===== src/rtl/spi_req_arbiter_if.sv =====
// Bundle of requester-side and spi_master-side signals around spi_req_arbiter.
// The master modport is the arbiter's view; slave is the view of the surrounding logic.
interface spi_req_arbiter_if #(
  parameter int NUM_REQ = 3
);
  logic [NUM_REQ-1:0]   req;
  logic [2*NUM_REQ-1:0] req_ss;
  logic [8*NUM_REQ-1:0] req_data;
  logic [NUM_REQ-1:0]   grant;
  logic [NUM_REQ-1:0]   ack;
  logic [NUM_REQ-1:0]   err;
  logic [7:0]           rx_data;
  logic                 busy;
  logic                 spi_start;
  logic [1:0]           spi_ss;
  logic [7:0]           spi_data;
  logic                 spi_done;
  logic [7:0]           spi_rx;

  modport master (
    input  req, req_ss, req_data, spi_done, spi_rx,
    output grant, ack, err, rx_data, busy, spi_start, spi_ss, spi_data
  );

  modport slave (
    output req, req_ss, req_data, spi_done, spi_rx,
    input  grant, ack, err, rx_data, busy, spi_start, spi_ss, spi_data
  );
endinterface


===== src/rtl/spi_req_arbiter.sv =====
// Round-robin arbiter that shares one spi_master among NUM_REQ requesters,
// sequencing start/done with a per-wait-state timeout. All outputs are registered.
module spi_req_arbiter #(
  parameter int NUM_REQ = 3,
  parameter int TIMEOUT = 4095
) (
  input  logic              clk,
  input  logic              reset,
  spi_req_arbiter_if.master bus
);

  localparam int IDX_W = $clog2(NUM_REQ);
  localparam int CNT_W = $clog2(TIMEOUT + 1);

  typedef enum logic [2:0] {
    IDLE,
    ISSUE,
    WAIT_LOW,
    WAIT_DONE,
    RESP
  } state_t;

  state_t             state, state_nxt;
  logic [IDX_W-1:0]   idx, idx_nxt;
  logic [IDX_W-1:0]   last, last_nxt;
  logic [CNT_W-1:0]   cnt, cnt_nxt, cnt_inc;
  logic               err_flag, err_flag_nxt;
  logic [NUM_REQ-1:0] grant_nxt, ack_nxt, err_nxt;
  logic [7:0]         rx_nxt, data_nxt;
  logic [1:0]         ss_nxt;
  logic               busy_nxt, start_nxt;

  logic               win_found;
  logic [IDX_W-1:0]   win_idx;
  logic [1:0]         win_ss;
  logic [7:0]         win_data;
  logic               timed_out;

  // Search starts one past the previous owner so every requester gets a turn.
  always_comb begin
    win_found = 1'b0;
    win_idx   = '0;
    for (int k = 1; k <= NUM_REQ; k++) begin
      if (!win_found && bus.req[(int'(last) + k) % NUM_REQ]) begin
        win_found = 1'b1;
        win_idx   = IDX_W'((int'(last) + k) % NUM_REQ);
      end
    end
  end

  assign win_ss   = bus.req_ss[2*int'(win_idx) +: 2];
  assign win_data = bus.req_data[8*int'(win_idx) +: 8];

  // Saturating counter; the abort fires on the edge where it reaches TIMEOUT.
  assign cnt_inc   = (cnt == CNT_W'(TIMEOUT)) ? cnt : cnt + 1'b1;
  assign timed_out = (cnt >= CNT_W'(TIMEOUT - 1));

  always_comb begin
    // NOTE: every target gets a default first so no path leaves a value unassigned (no latches).
    state_nxt    = state;
    idx_nxt      = idx;
    last_nxt     = last;
    cnt_nxt      = cnt;
    err_flag_nxt = err_flag;
    grant_nxt    = bus.grant;
    ack_nxt      = '0;
    err_nxt      = '0;
    rx_nxt       = bus.rx_data;
    busy_nxt     = bus.busy;
    start_nxt    = 1'b0;
    ss_nxt       = bus.spi_ss;
    data_nxt     = bus.spi_data;

    unique case (state)
      IDLE: begin
        if (win_found) begin
          idx_nxt            = win_idx;
          grant_nxt          = '0;
          grant_nxt[win_idx] = 1'b1;
          ss_nxt             = win_ss;
          data_nxt           = win_data;
          busy_nxt           = 1'b1;
          if (win_ss == 2'b11) begin
            err_flag_nxt = 1'b1;
            state_nxt    = RESP;
          end else begin
            err_flag_nxt = 1'b0;
            start_nxt    = 1'b1;
            state_nxt    = ISSUE;
          end
        end
      end

      ISSUE: begin
        cnt_nxt   = '0;
        state_nxt = WAIT_LOW;
      end

      WAIT_LOW: begin
        if (!bus.spi_done) begin
          cnt_nxt   = '0;
          state_nxt = WAIT_DONE;
        end else begin
          cnt_nxt = cnt_inc;
          if (timed_out) begin
            err_flag_nxt = 1'b1;
            state_nxt    = RESP;
          end
        end
      end

      WAIT_DONE: begin
        if (bus.spi_done) begin
          rx_nxt       = bus.spi_rx;
          err_flag_nxt = 1'b0;
          state_nxt    = RESP;
        end else begin
          cnt_nxt = cnt_inc;
          if (timed_out) begin
            err_flag_nxt = 1'b1;
            state_nxt    = RESP;
          end
        end
      end

      RESP: begin
        if (err_flag) err_nxt = bus.grant;
        else          ack_nxt = bus.grant;
        grant_nxt = '0;
        last_nxt  = idx;
        ss_nxt    = 2'b11;
        busy_nxt  = 1'b0;
        state_nxt = IDLE;
      end

      default: state_nxt = IDLE;
    endcase
  end

  always_ff @(posedge clk) begin
    // NOTE: registered state uses non-blocking assignments so all flops update together.
    if (reset) begin
      state         <= IDLE;
      idx           <= '0;
      last          <= IDX_W'(NUM_REQ - 1);
      cnt           <= '0;
      err_flag      <= 1'b0;
      bus.grant     <= '0;
      bus.ack       <= '0;
      bus.err       <= '0;
      bus.rx_data   <= '0;
      bus.busy      <= 1'b0;
      bus.spi_start <= 1'b0;
      bus.spi_ss    <= 2'b11;
      bus.spi_data  <= '0;
    end else begin
      state         <= state_nxt;
      idx           <= idx_nxt;
      last          <= last_nxt;
      cnt           <= cnt_nxt;
      err_flag      <= err_flag_nxt;
      bus.grant     <= grant_nxt;
      bus.ack       <= ack_nxt;
      bus.err       <= err_nxt;
      bus.rx_data   <= rx_nxt;
      bus.busy      <= busy_nxt;
      bus.spi_start <= start_nxt;
      bus.spi_ss    <= ss_nxt;
      bus.spi_data  <= data_nxt;
    end
  end

endmodule


===== src/flat_wrapper.sv =====
// flat-port wrapper written by rule: the top's interface ports become plain ports
module spi_req_arbiter_flat 
#(
  parameter int NUM_REQ = 3,
  parameter int TIMEOUT = 4095
)
  (clk, reset, bus_req, bus_req_ss, bus_req_data, bus_spi_done, bus_spi_rx, bus_grant, bus_ack, bus_err, bus_rx_data, bus_busy, bus_spi_start, bus_spi_ss, bus_spi_data);
  spi_req_arbiter_if #(.NUM_REQ(NUM_REQ)) bus_i ();
  input  logic clk;
  input  logic reset;
  input wire logic [$bits(bus_i.req)-1:0] bus_req;
  input wire logic [$bits(bus_i.req_ss)-1:0] bus_req_ss;
  input wire logic [$bits(bus_i.req_data)-1:0] bus_req_data;
  input wire logic [$bits(bus_i.spi_done)-1:0] bus_spi_done;
  input wire logic [$bits(bus_i.spi_rx)-1:0] bus_spi_rx;
  output wire logic [$bits(bus_i.grant)-1:0] bus_grant;
  output wire logic [$bits(bus_i.ack)-1:0] bus_ack;
  output wire logic [$bits(bus_i.err)-1:0] bus_err;
  output wire logic [$bits(bus_i.rx_data)-1:0] bus_rx_data;
  output wire logic [$bits(bus_i.busy)-1:0] bus_busy;
  output wire logic [$bits(bus_i.spi_start)-1:0] bus_spi_start;
  output wire logic [$bits(bus_i.spi_ss)-1:0] bus_spi_ss;
  output wire logic [$bits(bus_i.spi_data)-1:0] bus_spi_data;
  assign bus_i.req = bus_req;
  assign bus_i.req_ss = bus_req_ss;
  assign bus_i.req_data = bus_req_data;
  assign bus_i.spi_done = bus_spi_done;
  assign bus_i.spi_rx = bus_spi_rx;
  assign bus_grant = bus_i.grant;
  assign bus_ack = bus_i.ack;
  assign bus_err = bus_i.err;
  assign bus_rx_data = bus_i.rx_data;
  assign bus_busy = bus_i.busy;
  assign bus_spi_start = bus_i.spi_start;
  assign bus_spi_ss = bus_i.spi_ss;
  assign bus_spi_data = bus_i.spi_data;
  spi_req_arbiter #(.NUM_REQ(NUM_REQ), .TIMEOUT(TIMEOUT)) u_core (.clk(clk), .reset(reset), .bus(bus_i));
endmodule

===== config.mk =====
export PLATFORM = sky130hd
export DESIGN_NAME = spi_req_arbiter_flat
export DESIGN_NICKNAME = d
export VERILOG_FILES = /design/src/rtl/spi_req_arbiter_if.sv /design/src/rtl/spi_req_arbiter.sv /design/src/flat_wrapper.sv
export SDC_FILE = /design/constraint.sdc
export NUM_CORES = 1
export LEC_CHECK = 0
export ABC_AREA = 1
export CAP_MARGIN = 20
export CELL_PAD_IN_SITES_DETAIL_PLACEMENT = 0
export CELL_PAD_IN_SITES_GLOBAL_PLACEMENT = 1
export CORE_UTILIZATION = 37
export CTS_BUF_LIST = sky130_fd_sc_hd__clkbuf_8
export DETAILED_ROUTE_END_ITERATION = 8
export PLACE_DENSITY = 0.95
export SLEW_MARGIN = 25
export SYNTH_ARGS = -nofsm -noshare
export SYNTH_HDL_FRONTEND = slang
export SYNTH_SLANG_ARGS = --single-unit

===== constraint.sdc =====
create_clock -name clk -period 5.5 [get_ports clk]
set_clock_uncertainty 0.1 [all_clocks]
set_input_delay 0.825 -clock clk [delete_from_list [all_inputs] [get_ports clk]]
set_output_delay 0.825 -clock clk [all_outputs]
set_load 0.01 [all_outputs]

After elaboration in Yosys (flattened, before gate mapping):

Index checks and enable logic that the tools add are counted.
Widths: inputs -> output; s select.

* word-level logic and storage cells: 98
* input port bits: 44
* output and inout port bits: 29
* flip-flop bits (word level): 49

* eq/ne operators: 9
* $add $sub $neg: 4
* bitwise logic cells: 4
* reductions and logical operators: 17
* div/mod/pow operators: 3
* muxes and demuxes: 40
* order comparisons: 6
* shifts and indexed selects: 2

Operators with widths (number)
* $lt 32x4->1 const B: 3
* $mod 32x3->32 const B: 3
* $mux 12: 3
* $pmux 12 s3: 1
* $shiftx 24x6->8: 1
* $mux 3: 6
* $mux 1: 17
* $add 12x1->12 const B: 1
* $eq 12x12->1 const B: 1
* $ge 12x12->1 const B: 1
* $pmux 3 s4: 1
* $reduce_or 3->1: 3
* $mux 2: 4
* $reduce_and 2->1: 4
* $add 2x2->3 const B: 2
* $bmux 1 s2: 3
* $eq 3x2->1 const B: 2
* $pmux 3 s2: 1
* $reduce_bool 3->1: 2
* $shiftx 6x4->2: 1
* $ne 2x2->1 const B: 2
* $not 1->1: 4
* $pmux 2 s2: 1
* $add 2x1->3 const B: 1
* other kinds (14): 17

Longest topological paths before layout:

Gate-level depths: netlist of the first run.

* depth in word-level cells: 18
* depth in mapped cells: 16
* depth with buffers taken out: 16

Least setup slack after synthesis of the first run:

Ideal clock, no wire load.

* path type: input port to flip-flop
* start: in bus_req[2]
* end: reg u_core.bus.spi_data[3]
* path buffers: 1
* setup slack: 3.419 ns
* arrival: 1.849 ns
* stages on the path: 11
* required time: 5.268 ns
* setup time: 0.132 ns
* path through: inv_2 > o21ai_1 > nand2_2 > nand2_1 > nor2_2 > nand2_2 > nand2_2 > buf_6 > or2_1 > o211ai_1 > a21oi_1

* cells in the longest elaborated chain, start to end: 11

Ends and longest elaborated chain
* from (decl): line flat_wrapper.sv:11 `input wire logic [$bits(bus_i.req)-1:0] bus_req;`
* $bmux 1 s2: line spi_req_arbiter.sv:44 `if (!win_found && bus.req[(int'(last) + k) % NUM_REQ]) begin`
* $mux 1 (implied by the code) (2 in a row): line spi_req_arbiter.sv:44
* $mux 1: line spi_req_arbiter.sv:44
* $logic_not 1->1: line spi_req_arbiter.sv:44
* $logic_and 1x1->1: line spi_req_arbiter.sv:44
* $mux 1: line spi_req_arbiter.sv:44
* $logic_not 1->1: line spi_req_arbiter.sv:44
* $logic_and 1x1->1: line spi_req_arbiter.sv:44
* $mux 2 / $mux 1 (equally long branches): line spi_req_arbiter.sv:44
* $shiftx 24x6->8 / $reduce_and 2->1 (equally long branches)
* to (signal assigned): line spi_req_arbiter.sv:169 `bus.spi_data <= data_nxt;`
* to (decl): line spi_req_arbiter_if.sv:22 `output grant, ack, err, rx_data, busy, spi_start, spi_ss, spi_data`

Parallel ways exist; a longest one is shown, timed or not. The select of a mux whose other input is x is not followed.
A chain may end at the register's enable or synchronous reset.

==> results_dict.tcl, run 1 <==
set metrics [dict create \
    cts_buffers 5 \
    synth_edf_count 0 \
    place.gp.congestion 0.797 \
    synth_top_cells_by_count "nand2_1, nor2_1, dfxtp_1" \
    synth_nets 423 \
    slew_violations 0 \
    io_buffer_count 72 \
    rsz0062_at_grt "false" \
    grt_max_degree 22 \
    period_share 0.501 \
    start_kind "input port" \
    drt_first_pass_iters 4 \
    initial_core_util 0.390 \
    grt_pass1_wl_um 10500 \
    synthXorXnorAreaFrac 0.0138 \
    ys_seq_area_frac 0.387 \
    synth_top_family_by_area "simple AND/OR/NAND/NOR gates" \
    status "completed" \
    drtIter0Drc 150 \
    post-dp-hpwl_um 4810 \
    irDropWorstVdd_mv 0.176 \
    synthAdderAreaFrac 0.0296 \
    wl_per_cell_um 11.5 \
    syn_area_per_cell_um2 6.79 \
    drt-met1-wl_um 2800 \
    post-cts-setup-buffers 0 \
    rows 29 \
    ys_seq_elements 49 \
    ant_nets 0 \
    synth_cell_type_count 37 \
    die_y_um 84.7 \
    hold_buffers 0 \
    nNetsFinal 496 \
    insertion_delay_ps 310 \
    place_ws_ps 2420 \
    power_leakage_nw 1.43 \
    critPathCaptureType "flop" \
    grt_pass1_vias 2428 \
    track_usage 0.178 \
    muxShareOfSynthArea 0 \
    drive_gt1_frac 0.0761 \
    yosys.area_share.simple 0.329 \
    worstPathMaxFanout 21 \
    synth-main-ff-cell "dfxtp_1" \
    syn2layout_area_growth_pct 34.8 \
    relSlewSlack 0.457 \
    hold_violations 0 \
    synth_most_common_cell "nand2_1" \
    drt_wl_total_um 6030 \
    die_w_um 84.7 \
    vias 2553 \
    cts_root_buffer "clkbuf_8" \
    hold_class "reg2reg" \
    synth_compound_area_frac 0.147 \
    synth_top_cell_by_area "dfxtp_1" \
    syn_area_um2 2530 \
    worstMarginPinSlew_ps 811 \
    ys_top_cells_by_area "dfxtp_1, nand2_1, nor2_1" \
    vias_per_cell 4.87 \
    cp.required_ps 5600 \
    synth_warnings 0 \
    critPathKind "in2reg" \
    core-area_um2 6490 \
    clk_pin_slew_worst_paths_ps 100 \
    timing.final.ws_setup_ps 2740 \
    antenna_found_initial 0 \
    timing.hold.ws_ps 377 \
    met3WireLength_um 370 \
    setup_viol 0 \
    report.power.total_mw 1.38 \
    overflow 0 \
    max-cap-violations 0 \
    p_per_area_nw_per_um2 403 \
    cts_sinks 49 \
    netlist_instances 373 \
    cts.path.max_buffers 2 \
    fin_crit_ps 2760 \
    drc 0 \
    die_area_um2 7180 \
    async_reset_ff_frac 0 \
    tritoncts "done" \
    placed_area_um2 3320 \
    design_area_um2 3410 \
    htree_levels 2 \
    top_layer_used "met4" \
    post_cts_resized 0 \
    io_pins 73 \
    routed-wl-met2_um 2780 \
    synth_top_area_frac 0.387 \
    diodes 0 \
    fmax_mhz 363 \
    arrival_ps 2860 \
    fin_setup_tns_ps 0 \
]
metal layers:
layer,global-route usage,up-vias
li1,-,1339
met1,0.223,1141
met2,0.307,66
met3,0.0462,7
met4,0.0447,0
met5,0,-
where the power goes:
| part | internal, mW | leakage (nW) | total [mW] | switching [mW] |
|---|---|---|---|---|
| clock | 0.0926 | 0.0423 | 0.222 | 0.129 |
| combinational | 0.268 | 0.986 | 0.682 | 0.414 |
| sequential | 0.426 | 0.400 | 0.472 | 0.0456 |
cells by family (layout without fill, tap and decap cells):
family | after synthesis | count (layout)
and+or+nand+nor | 186 | 186
AOI/OAI and AO/OA | 68 | 68
buffers and inverters | 60 | 134
DFF | 49 | 49
adders and majority gates | 6 | 6
xor gates and xnor gates | 4 | 4
cell type report:
cell class / count / area (um^2)
clock buffers: 5 / 68.8
clock inverters: 3 / 26.3
fillers: 650 / 3080
inverters: 54 / 205
multi-input cells: 264 / 1320
flip-flops and latches: 49 / 981
well taps: 77 / 96.3
repair buffers: 72 / 721
worst paths after layout:
check	start	to	slack, ps	cells after the start
hold reg to reg	u_core.bus.busy	u_core.bus.busy	380	2
setup reg to reg	u_core.last[0]	u_core.state[0]	3080	16
setup / recovery	reset	u_core.cnt[6]	2740	5
hold / removal	u_core.bus.busy	u_core.bus.busy	380	2
cells in the final DEF, fill, tap and decap left out, types with 7 or more instances in the layout:
cell type and count:
inv_1 45, nand2_1 80, dfxtp_1 49, nand3_1 18, clkdlybuf4s50_1 72, nand2_2 7
o21ai_0 18, inv_2 8, a21oi_1 30, nor2_1 54
through the flow:
stage,util,cells
after CTS,0.526,524
after global placement,0.511,516
after floorplan,-,373
final,0.526,524
after detailed placement,0.511,516
after global routing,0.526,524
worst max-delay path, stage by stage:
cell,delay (ps)
clkdlybuf4s50_1,1000
inv_1,430
o21ai_1,370
o21bai_1,170
a21oi_1,60
registers in the layout (all words and copies together), names as in the netlist, 3 cells and up:
name / count
u_core.cnt: 12
u_core.bus.rx_data: 8
u_core.bus.spi_data: 8
u_core.bus.ack: 3
u_core.bus.err: 3
u_core.bus.grant: 3
u_core.state: 3
Note: power is estimated with default switching activity, not from simulation.
==> run 2, diff against run 1 <==
--- a/config.mk
+++ b/config.mk
@@ -9,10 +9,10 @@
 export CAP_MARGIN = 20
 export CELL_PAD_IN_SITES_DETAIL_PLACEMENT = 0
 export CELL_PAD_IN_SITES_GLOBAL_PLACEMENT = 1
-export CORE_UTILIZATION = 37
+export CORE_UTILIZATION = 31
 export CTS_BUF_LIST = sky130_fd_sc_hd__clkbuf_8
 export DETAILED_ROUTE_END_ITERATION = 8
-export PLACE_DENSITY = 0.95
+export PLACE_DENSITY = 0.89
 export SLEW_MARGIN = 25
 export SYNTH_ARGS = -nofsm -noshare
 export SYNTH_HDL_FRONTEND = slang
==> constraint.sdc (replaced) <==
create_clock -name clk -period 2.3 [get_ports clk]
set_clock_uncertainty 0.1 [all_clocks]
set_input_delay 0.345 -clock clk [delete_from_list [all_inputs] [get_ports clk]]
set_output_delay 0.345 -clock clk [all_outputs]
set_load 0.01 [all_outputs]
==> results_dict.tcl, run 2 (synthesis results as in run 1) <==
set metrics [dict create \
    stdcell_count 560 \
    clk_pin_slew_worst_paths_ps 90 \
    clkPwrFrac 0.151 \
    switchingPower_mw 1.46 \
    place.gp.congestion 0.887 \
    syn2layout_area_growth_pct 40.3 \
    largest_register_ffs 12 \
    drive_gt1_frac 0.109 \
    share_comb_of_total_power 0.518 \
    drtIter0Drc 136 \
    drt_wl_total_um 6530 \
    vias 2579 \
    die_area_um2 8530 \
    antenna_found_initial 0 \
    critPathCaptureType "flop" \
    timing.final.ws_setup_ps 177 \
    rsz0062_at_grt "false" \
    switching_share 0.423 \
    fmax_mhz 471 \
    cts_sinks 49 \
    fin_crit_ps 2120 \
    die_y_um 92.4 \
    drc 0 \
    placed_cells 551 \
    hold_violations 0 \
    period_share 0.923 \
    place_ws_ps -21.8 \
    vias_per_cell 4.61 \
    grt_max_degree 17 \
    internal-power_mw 1.99 \
    max-cap-violations 0 \
    overflow 0 \
    cp.required_ps 2400 \
    worstPathMaxFanout 7 \
    worstMarginPinSlew_ps 325 \
    critPathKind "reg2reg" \
    rows 32 \
    power_leakage_nw 1.48 \
    arrival_ps 2230 \
    final_cell_mix "nand2_1, clkdlybuf4s50_1, nor2_1" \
    cts.path.max_buffers 2 \
    die_w_um 92.4 \
    cts_root_buffer "clkbuf_8" \
    core-area_um2 7810 \
    relSlewSlack 0.782 \
    diodes 0 \
    largest-register "u_core.cnt" \
    initial_core_util 0.324 \
    p_per_area_nw_per_um2 971 \
    start_kind "flop" \
    wl_per_cell_um 11.7 \
    post-dp-hpwl_um 5130 \
    status "completed" \
    power_frac_seq 0.331 \
    nNetsFinal 507 \
    reg_top3 "u_core.cnt (12), u_core.bus.rx_data (8), u_core.bus.spi_data (8)" \
    hold_buffers 0 \
    io_buffer_count 72 \
    ant_nets 0 \
    slew_violations 0 \
    tritoncts "done" \
    final_common_cell "nand2_1" \
    track_usage 0.153 \
    drt_first_pass_iters 4 \
    io_pins 73 \
    grt_pass1_wl_um 10600 \
    insertion_delay_ps 310 \
    irDropWorstVdd_mv 0.502 \
    grt_pass1_vias 2395 \
    cts_buffers 5 \
    hold_class "reg2reg" \
    htree_levels 2 \
    setup_viol 0 \
]
[run 2: cell types whose count changed in the layout (fill, tap and decap cells not counted), sizes merged]
cell,before,now
buf,0,11
clkinv,0,1
clkinvlp,2,1
[run 2: path summary, 6_finish.rpt]
check,startpoint,endpoint,slack (ps),depth (start not counted)
worst max-delay path,u_core.last[0],u_core.bus.spi_data[7],180,13
worst min-delay path,u_core.idx[0],u_core.idx[0],370,2
worst max register to register,u_core.last[0],u_core.bus.spi_data[7],180,13
worst min register to register,u_core.idx[0],u_core.idx[0],370,2
[run 2: stage by stage]
stage / utilization / TNS, ps / cell area, um^2 / hold slack [ps] / power (mW)
floorplan: - / 0 / 2530 / 329 / 2.27
global placement: 0.439 / 0 / 3420 / 353 / 2.86
detailed placement: 0.439 / -21.8 / 3420 / 355 / 2.89
CTS: 0.450 / 0 / 3520 / 376 / 3.41
global route: 0.455 / 0 / 3550 / 408 / 3.73
finish: 0.455 / 0 / 3550 / 369 / 3.45
[run 2: what timing repair did]
item	in CTS	in global routing
resized for setup	1	7
setup endpoints to repair	1	17
setup buffers	0	1
pin swaps	0	1
[run 2: layer usage]
layer | global-route usage | routed length (um) | vias up
met4 | 0.0456 | 96 | 0
met3 | 0.0443 | 342 | 9
met2 | 0.261 | 3100 | 63
met5 | 0 | 0 | -
met1 | 0.185 | 2990 | 1149
li1 | - | - | 1358
[run 2: power by group through the flow]
| stage | registers, mW | logic (mW) | clock network (mW) |
|---|---|---|---|
| global route | 1.16 | 2.00 | 0.569 |
| CTS | 1.14 | 1.74 | 0.533 |
| finish | 1.14 | 1.79 | 0.521 |
| global placement | 1.15 | 1.71 | 0 |
| floorplan | 1.18 | 1.09 | 0 |
| detailed placement | 1.15 | 1.74 | 0 |
[run 2: cell type report]
type	count	area [um^2]
fill	789	4250
multi-input combinational	264	1340
sequential	49	983
timing repair buffer	83	803
inverter	54	205
tap	102	128
clock buffer	5	68.8
clock inverter	3	21.3
[run 2: critical path, cell delays in order (launching register included)]
cell,delay (ps)
dfxtp_2,360
inv_1,90
ha_4,320
inv_2,60
nand2_1,60
nand3_2,80
nand2_2,110
nand3_1,110
nand3_2,130
nand2_4,80
buf_4,160
or2_1,200
o211ai_1,90
a21oi_1,90
